--- src/rtl/death_handler.sv ---
// Mario/goomba death sequencing: death animation, lives, goomba squash lifetime,
// score accumulation and game-over / new-game handling.
module death_handler #(
    parameter int SQUASH_FRAMES   = 30,
    parameter int DEATH_UP_FRAMES = 20,
    parameter int DEATH_FRAMES    = 90,
    parameter int START_LIVES     = 3,
    parameter int GOOMBA_POINTS   = 100
) (
    input  logic               Clk,
    input  logic               Reset,
    input  logic               frame_clk,
    input  logic               is_Mario_die,
    input  logic               is_goomba_die,
    input  logic               start_btn,
    output logic               level_restart,
    output logic               freeze,
    output logic               goomba_visible,
    output logic               goomba_squashed,
    output logic signed [12:0] Mario_Death_Y_Ofs,
    output logic [2:0]         lives,
    output logic [15:0]        score,
    output logic               game_over
);

    localparam int DW = $clog2(DEATH_FRAMES + 1);
    localparam int SW = $clog2(SQUASH_FRAMES + 1);

    typedef enum logic [1:0] {PLAY, DYING, RESTART, GAME_OVER} mario_state_t;
    typedef enum logic [1:0] {G_ACTIVE, G_SQUASH, G_GONE} goomba_state_t;

    mario_state_t  mstate;
    goomba_state_t gstate;

    logic          fs1, fs2, fs3;
    logic          mario_q, mario_q2, goomba_q, goomba_q2;
    logic          frame_tick, mario_ev, goomba_ev, goomba_kill;
    logic [DW-1:0] death_cnt;
    logic [SW-1:0] squash_cnt;
    logic [16:0]   score_sum;

    always_ff @(posedge Clk or negedge Reset) begin
        if (!Reset) begin
            fs1       <= 1'b0;
            fs2       <= 1'b0;
            fs3       <= 1'b0;
            mario_q   <= 1'b0;
            mario_q2  <= 1'b0;
            goomba_q  <= 1'b0;
            goomba_q2 <= 1'b0;
        end else begin
            fs1       <= frame_clk;
            fs2       <= fs1;
            fs3       <= fs2;
            mario_q   <= is_Mario_die;
            mario_q2  <= mario_q;
            goomba_q  <= is_goomba_die;
            goomba_q2 <= goomba_q;
        end
    end

    assign frame_tick  = fs2 & ~fs3;
    assign mario_ev    = mario_q & ~mario_q2;
    assign goomba_ev   = goomba_q & ~goomba_q2;
    // Goomba kills only count while Mario is alive and the goomba is still walking.
    assign goomba_kill = goomba_ev && (gstate == G_ACTIVE) && (mstate == PLAY);
    assign score_sum   = {1'b0, score} + 17'(GOOMBA_POINTS);

    always_ff @(posedge Clk or negedge Reset) begin
        if (!Reset) begin
            mstate            <= PLAY;
            death_cnt         <= '0;
            Mario_Death_Y_Ofs <= '0;
            lives             <= 3'(START_LIVES);
            level_restart     <= 1'b0;
            freeze            <= 1'b0;
            game_over         <= 1'b0;
        end else begin
            case (mstate)
                PLAY: begin
                    if (mario_ev) begin
                        mstate            <= DYING;
                        death_cnt         <= '0;
                        Mario_Death_Y_Ofs <= '0;
                        freeze            <= 1'b1;
                    end
                end
                DYING: begin
                    if (frame_tick) begin
                        if (death_cnt < DW'(DEATH_UP_FRAMES))
                            Mario_Death_Y_Ofs <= Mario_Death_Y_Ofs - 13'sd2;
                        else
                            Mario_Death_Y_Ofs <= Mario_Death_Y_Ofs + 13'sd3;
                        death_cnt <= death_cnt + 1'b1;
                        if (death_cnt == DW'(DEATH_FRAMES - 1)) begin
                            if (lives > 3'd1) begin
                                lives         <= lives - 3'd1;
                                mstate        <= RESTART;
                                level_restart <= 1'b1;
                                freeze        <= 1'b0;
                            end else begin
                                // Freeze stays asserted through game over.
                                lives     <= 3'd0;
                                mstate    <= GAME_OVER;
                                game_over <= 1'b1;
                            end
                        end
                    end
                end
                RESTART: begin
                    level_restart     <= 1'b0;
                    Mario_Death_Y_Ofs <= '0;
                    mstate            <= PLAY;
                end
                GAME_OVER: begin
                    if (start_btn) begin
                        lives         <= 3'(START_LIVES);
                        mstate        <= RESTART;
                        level_restart <= 1'b1;
                        freeze        <= 1'b0;
                        game_over     <= 1'b0;
                    end
                end
                default: mstate <= PLAY;
            endcase
        end
    end

    always_ff @(posedge Clk or negedge Reset) begin
        if (!Reset) begin
            gstate          <= G_ACTIVE;
            squash_cnt      <= '0;
            goomba_visible  <= 1'b1;
            goomba_squashed <= 1'b0;
        end else if (level_restart) begin
            gstate          <= G_ACTIVE;
            squash_cnt      <= '0;
            goomba_visible  <= 1'b1;
            goomba_squashed <= 1'b0;
        end else begin
            case (gstate)
                G_ACTIVE: begin
                    if (goomba_kill) begin
                        gstate          <= G_SQUASH;
                        squash_cnt      <= '0;
                        goomba_squashed <= 1'b1;
                    end
                end
                G_SQUASH: begin
                    if (frame_tick && !freeze) begin
                        squash_cnt <= squash_cnt + 1'b1;
                        if (squash_cnt == SW'(SQUASH_FRAMES - 1)) begin
                            gstate          <= G_GONE;
                            goomba_visible  <= 1'b0;
                            goomba_squashed <= 1'b0;
                        end
                    end
                end
                G_GONE: ;
                default: gstate <= G_ACTIVE;
            endcase
        end
    end

    // New game clears score; kills cannot coincide since they need Mario in PLAY.
    always_ff @(posedge Clk or negedge Reset) begin
        if (!Reset)
            score <= '0;
        else if (mstate == GAME_OVER && start_btn)
            score <= '0;
        else if (goomba_kill)
            score <= score_sum[16] ? 16'hFFFF : score_sum[15:0];
    end

endmodule

--- config.mk ---
export PLATFORM = sky130hd
export DESIGN_NAME = death_handler
export DESIGN_NICKNAME = d
export VERILOG_FILES = /design/src/rtl/death_handler.sv
export SDC_FILE = /design/constraint.sdc
export NUM_CORES = 1
export LEC_CHECK = 0
export ABC_AREA = 1
export ABC_CLOCK_PERIOD_IN_PS = 1500
export CORE_UTILIZATION = 40
export CTS_CLUSTER_DIAMETER = 60
export DETAILED_ROUTE_END_ITERATION = 10
export GPL_ROUTABILITY_DRIVEN = 1
export PLACE_DENSITY_LB_ADDON = 0.12
export RECOVER_POWER = 50
export SKIP_LAST_GASP = 1
export SLEW_MARGIN = 0
export SYNTH_ARGS = -nofsm -noshare
export SYNTH_HDL_FRONTEND = slang
export SYNTH_SLANG_ARGS = --single-unit
--- constraint.sdc ---
create_clock -name Clk -period 1.5 [get_ports Clk]
set_input_delay 0.15 -clock Clk [delete_from_list [all_inputs] [get_ports Clk]]
set_output_delay 0.15 -clock Clk [all_outputs]
set_load 0.005 [all_outputs]
Yosys cells after proc, flatten, opt, wreduce, memory -nomap -nowiden. Cells that the tools add are included.

Register bits: 60. Latch bits: 0. Bits in writable memories: 0. ROM bits: 0. Input bits: 6. Output and inout bits: 37. Word-level logic and storage cells: 130. Memories kept: 0.

Add/sub/neg operators: 6. $mul: 0. Div/mod/pow operators: 0. Magnitude comparators: 2. Equality and inequality tests: 17. Shift-type cells: 0. Mux-type cells: 52. Bitwise gates (word level): 6. Reductions and logical operators: 28.

Operators with widths (number): 2-to-1 mux 16 bit (3); 2-to-1 mux 13 bit (3); one-hot mux 13 bit (3 select lines) (1); 2-to-1 mux 1 bit (19); adder 16 x 7 -> 17 bit, second input constant (1); 2-to-1 mux 2 bit (8); AND reduction 4 bit (4); 2-to-1 mux 5 bit (3); 2-to-1 mux 7 bit (2); inequality test 2 bit, second input constant (7); one-hot mux 7 bit (2 select lines) (1); adder 13 x 3 -> 13 bit, second input constant (1); subtractor 13 x 3 -> 13 bit, second input constant (1); 2-to-1 mux 3 bit (4); AND reduction 3 bit (4); nonzero test 2 bit (6); nonzero test 3 bit (4); one-hot mux 5 bit (2 select lines) (1); AND reduction 5 bit (2); inequality test 3 bit, second input constant (3); one-hot mux 2 bit (4 select lines) (1); adder 7 x 1 -> 7 bit, second input constant (1); == test 7 bit, second input constant (1); < comparator 7 x 5 -> 1 bit, second input constant (1); 16 further kinds (29).

Depth between registers and ports, before layout. Gate-level depths: netlist of run 1.

Depth in word-level cells: 7. Gate-level depth with buffers: 12. Mapped depth without buffers: 12.

Worst setup path after synthesis of run 1. Ideal clock, no wire load.

Path type: reg2reg. Start: reg Mario_Death_Y_Ofs[1]. End: reg Mario_Death_Y_Ofs[7]. Library setup time: 117 ps. Arrival: 1457 ps. Required time: 1383 ps. Path slack: -74 ps. Stages on the path, launching flop included: 12. Path buffers: 0. Clock period less this slack: 1574 ps. Cells stage by stage: dfrtp_1 -> inv_1 -> ha_1 -> nand2_1 -> nand2_1 -> inv_1 -> o21ai_0 -> nand3_2 -> nor2_1 -> nand2_1 -> nand2_1 -> nor2_1.

Cells in the longest elaborated chain, start to end: 4. Elaborated cells between the ends (all ways): 5. Classes of those cells: add/sub (2); mux (3).

RTL lines: start, declared (line 20) `output logic signed [12:0] Mario_Death_Y_Ofs,`; start signal, assigned (line 91) `Mario_Death_Y_Ofs <= Mario_Death_Y_Ofs - 13'sd2;`; start signal, assigned (line 93) `Mario_Death_Y_Ofs <= Mario_Death_Y_Ofs + 13'sd3;`; adder 13 x 3 -> 13 bit / subtractor 13 x 3 -> 13 bit (equally long branches) (line 93, 91); 2-to-1 mux 13 bit (*) (line 90) `if (death_cnt < DW'(DEATH_UP_FRAMES))`; 2-to-1 mux 13 bit (*) (line 89) `if (frame_tick) begin`; one-hot mux 13 bit (3 select lines) (*) (line 79) `case (mstate)`.

Mark *: on every way between the ends. The rest lies on a longest branch, timed or not. The select of a mux whose other input is x is not followed. A chain may end at the register's enable or synchronous reset.

Worst setup path in the final report of run 1.
Start: reg lives[1]. End: reg freeze.

Cells in the longest elaborated chain, start to end: 3.

RTL lines: start, declared (line 21) `output logic [2:0] lives,`; start signal, assigned (line 74) `lives <= 3'(START_LIVES);`; start signal, assigned (line 97) `lives <= lives - 3'd1;`; start signal, assigned (line 117) `lives <= 3'(START_LIVES);`; greater-than comparator 3 x 1 -> 1 bit (line 96) `if (lives > 3'd1) begin`; inequality test 2 bit (no source line); AND reduction 6 bit (no source line); end signal, assigned (line 85) `freeze <= 1'b1;`; end signal, assigned (line 100) `freeze <= 1'b0;`; end signal, assigned (line 120) `freeze <= 1'b0;`; end, declared (line 17) `output logic freeze,`.

No other way between the ends.

==> impl_metrics.tcl, run 1 <==
set metrics [dict create \
    async_flop_share_pct 100 \
    r2r_slack_ns -0.02 \
    antenna_found_initial 0 \
    worstPathRequired_ns 1.73 \
    p_per_area_nw_per_um2 1160 \
    syn_area_um2 3380 \
    diodes 0 \
    status "finished with violations" \
    nFillCells 713 \
    die_area_um2 8820 \
    start_util_pct 41.3 \
    cts_buffer_depth 2 \
    clkTransAtPathRegs_ns 0.07 \
    synth_warnings 0 \
    synthTopCellsByArea "dfrtp_1 (41%), nand2_1 (14%), nor2_1 (7.4%), inv_1 (6.4%), nand3_1 (5.6%)" \
    overflow 0 \
    power_frac_seq_pct 36.9 \
    hold_viol 0 \
    cts-root-buf "clkbuf_8" \
    crit_type "register to register" \
    pin_count 43 \
    p_sw_mw 2.10 \
    port_buffers 42 \
    dp_hpwl_mm 5.82 \
    top_usage_layer "met2" \
    drt_pass1_iterations 5 \
    cellLeakagePower_nw 2.46 \
    netlist.area_leader.share_pct 41.5 \
    cp_max_fo 3 \
    ys.flop_type "dfrtp_1" \
    clock_latency_ns 0.34 \
    min_path_cells 0 \
    syn_avg_cell_area_um2 7.36 \
    final_nets 598 \
    rows 33 \
    design_area_um2 5050 \
    finClkSkew_ns 0.00604 \
    die_y_um 93.9 \
    ys_seq_area_share_pct 43.8 \
    grt_pass1_wl_mm 14.0 \
    grt_use_met1_pct 28.0 \
    cts_buffers 9 \
    period_share_pct 101 \
    syn-num-nets 476 \
    netlist_instances 459 \
    vias 3400 \
    grt_pass1_vias 3035 \
    syn_to_final_growth_pct 49.5 \
    synth-seq-cells 59 \
    die_w_um 93.9 \
    drt_iter0_drc 134 \
    max_cap_viol_count 0 \
    power_mw 5.86 \
    via_per_inst 4.92 \
    violations "negative setup slack" \
    totalWireLength_mm 8.70 \
    place.gp.congestion 0.831 \
    track_usage_pct 20.4 \
    wire_per_inst_um 12.6 \
    pwr-share-comb_pct 37.6 \
    hold_path.class "register to register" \
    r2r_start "lives[1]" \
    met2_usage_pct 32.2 \
    finalCriticalPeriod_ns 1.52 \
    ir_drop_uv 829 \
    reg2reg_depth 9 \
    finalSetupViolCount 1 \
    drv_slew 0 \
    cp-start-kind "register" \
    crit_path_end_kind "register" \
    rsz0062_at_grt "yes" \
    maxSlewHeadroom_pct 45.3 \
    clock.fmax_ghz 0.657 \
    min_to "fs2" \
    hp-start "fs1" \
    switching_share_pct 35.8 \
    power.share.clock_pct 25.5 \
    post-route-drc-count 0 \
    synth_enable_flop_cells 0 \
    layout_setup_ws_ns -0.0222 \
    intPower_mw 3.77 \
    cts_sinks 59 \
    rr_endpoint "freeze" \
    tightest_slew_ns 0.820 \
    cts_tree "built" \
    ctsHtreeMaxLevel 3 \
    grt_use_met3_pct 2.91 \
    grt_max_degree 60 \
    synth.distinct_cells 35 \
    arrival_ns 1.75 \
    place_area_um2 4310 \
    drive_gt1_share_pct 32.1 \
    antenna_left 0 \
    synth_top_area_cell "dfrtp_1" \
    core-area_um2 8180 \
]
cells by family after synthesis:
| family | count (synthesis) | synth area share (%) |
|---|---|---|
| buffers and inverters | 68 | 7.85 |
| AOI/OAI and AO/OA | 52 | 8.66 |
| DFF | 59 | 43.8 |
| xor gates and xnor gates | 9 | 2.33 |
| muxes | 1 | 0.296 |
| adders and majority gates | 11 | 4.07 |
| and+or+nand+nor | 259 | 33.0 |
how the worst max path moves through the flow:
| stage | start | slack (ns) | to | depth (start not counted) |
|---|---|---|---|---|
| 4_1_cts | score[3] | -0.04 | score[12] | 11 |
| 5_1_grt | score[3] | -0.13 | score[14] | 11 |
| 3_5_place_dp | mstate[0] | -0.09 | death_cnt[5] | 8 |
| 2_1_floorplan | Mario_Death_Y_Ofs[1] | -0.00003 | Mario_Death_Y_Ofs[7] | 11 |
| 3_3_place_gp | score[2] | -0.06 | score[14] | 11 |
| 6_report | lives[1] | -0.02 | freeze | 9 |
state kept, by name (all words and copies together) (netlist names):
| register | flops |
|---|---|
| score | 15 |
| Mario_Death_Y_Ofs | 13 |
| death_cnt | 7 |
| squash_cnt | 5 |
| lives | 3 |
| gstate | 2 |
| mstate | 2 |
| freeze | 1 |
| fs1 | 1 |
| fs2 | 1 |
| fs3 | 1 |
| game_over | 1 |
| goomba_q | 1 |
| goomba_q2 | 1 |
| goomba_squashed | 1 |
| goomba_visible | 1 |
| level_restart | 1 |
| mario_q | 1 |
| mario_q2 | 1 |
layer usage:
layer	wire (um)	share of wire [%]
met1	4150	48
met2	4170	48
met5	0	0
met3	274	3.1
met4	110	1.3
worst max-delay path: stages (launching register included):
cell and delay (ns):
dfstp_2 0.55, inv_2 0.05, ha_4 0.15, o21bai_4 0.16, nand2_2 0.11, nor2_4 0.07, nor3_4 0.16, nand2_1 0.07
nand2_1 0.05, nand2_1 0.05
power groups by stage:
| stage | Clock [mW] | Sequential [mW] | Combinational, mW |
|---|---|---|---|
| after floorplan | 0 | 2.10 | 0.965 |
| after global placement | 0 | 2.17 | 1.73 |
| after detailed placement | 0 | 2.18 | 1.76 |
| after CTS | 1.53 | 2.16 | 1.84 |
| after global routing | 1.60 | 2.21 | 2.48 |
| final | 1.50 | 2.16 | 2.21 |
stage by stage:
stage / setup slack, ns / setup TNS (ns) / hold slack (ns) / instances / utilization (%)
floorplan: -0.0000268 / -0.0000268 / -0.146 / 459 / -
global placement: -0.0580 / -0.474 / 0.185 / 653 / 52.7
detailed placement: -0.0920 / -1.00 / 0.183 / 653 / 52.7
CTS: -0.0361 / -0.262 / 0.231 / 676 / 56.8
global route: -0.130 / -2.10 / 0.351 / 691 / 61.8
finish: -0.0222 / -0.0222 / 0.354 / 691 / 61.8
cells in the mapped netlist (2+ instances only):
library cell  instances
buf_4                 2
xor2_1                8
o21bai_1              2
nor3_1                7
nand4_1               5
nand3_1              38
nand3_2               5
dfrtp_1              56
nor2_2                3
dfstp_2               3
nor2_1               67
ha_1                 11
buf_2                 2
nand2_1             127
clkbuf_1              2
o22ai_1               3
inv_1                58
inv_2                 3
a21oi_1              14
o21ai_0              23
o211ai_1              6
cell type report:
cell class	count	area, um2	share of cell area [%]
clock inverters	6	65.1	1.29
inverters	62	241	4.78
repair buffers	116	1000	19.9
clock buffers	10	138	2.72
multi-input cells	333	1980	39.2
flip-flops and latches	59	1490	29.6
well taps	105	131	2.60
what timing repair did:
item / 4_1_cts / 5_1_grt
hold buffers: 1 / 0
cloned: 1 / 0
setup buffers: 5 / 15
endpoints found under the hold margin: 56 / 0
setup endpoints to repair: 44 / 61
gates resized for setup: 26 / 98
pin swaps: 7 / 36
cells in the final DEF (no fill, tap or decap), types with 2 or more instances in the layout:
master and count:
buf_6 6, dfrtp_2 11, clkinv_2 3, inv_2 11
nor3_4 2, nor2_4 11, dlygate4sd2_1 3, nand2_4 3
nor2_1 49, nor3_2 2, inv_4 3, dfrtp_1 45
dfstp_2 3, dlymetal6s2s_1 5, ha_1 7, nand3_1 29
o211ai_1 6, o22ai_1 3, o21ai_2 3, o21ai_1 7
nand4_1 5, xor2_1 8, ha_2 2, o21ai_0 14
buf_4 66, nor3_1 4, inv_1 47, clkinv_4 2
clkbuf_8 10, nand3_4 4, nand2_2 11, nor2_2 11
nand3_2 11, o21bai_4 2, ha_4 2, dlygate4sd3_1 4
clkdlybuf4s50_1 30, a21oi_1 13, nand2_1 114
(Power assumes the default switching activity.)
==> run 2: changes to the inputs <==
--- a/config.mk
+++ b/config.mk
@@ -7,6 +7,7 @@
 export LEC_CHECK = 0
 export ABC_AREA = 1
 export ABC_CLOCK_PERIOD_IN_PS = 1500
+export CAP_MARGIN = 20
 export CORE_UTILIZATION = 40
 export CTS_CLUSTER_DIAMETER = 60
 export DETAILED_ROUTE_END_ITERATION = 10
==> results of run 2 <==
Same layout as run 1: the final DEF is identical, and so are final timing and power.
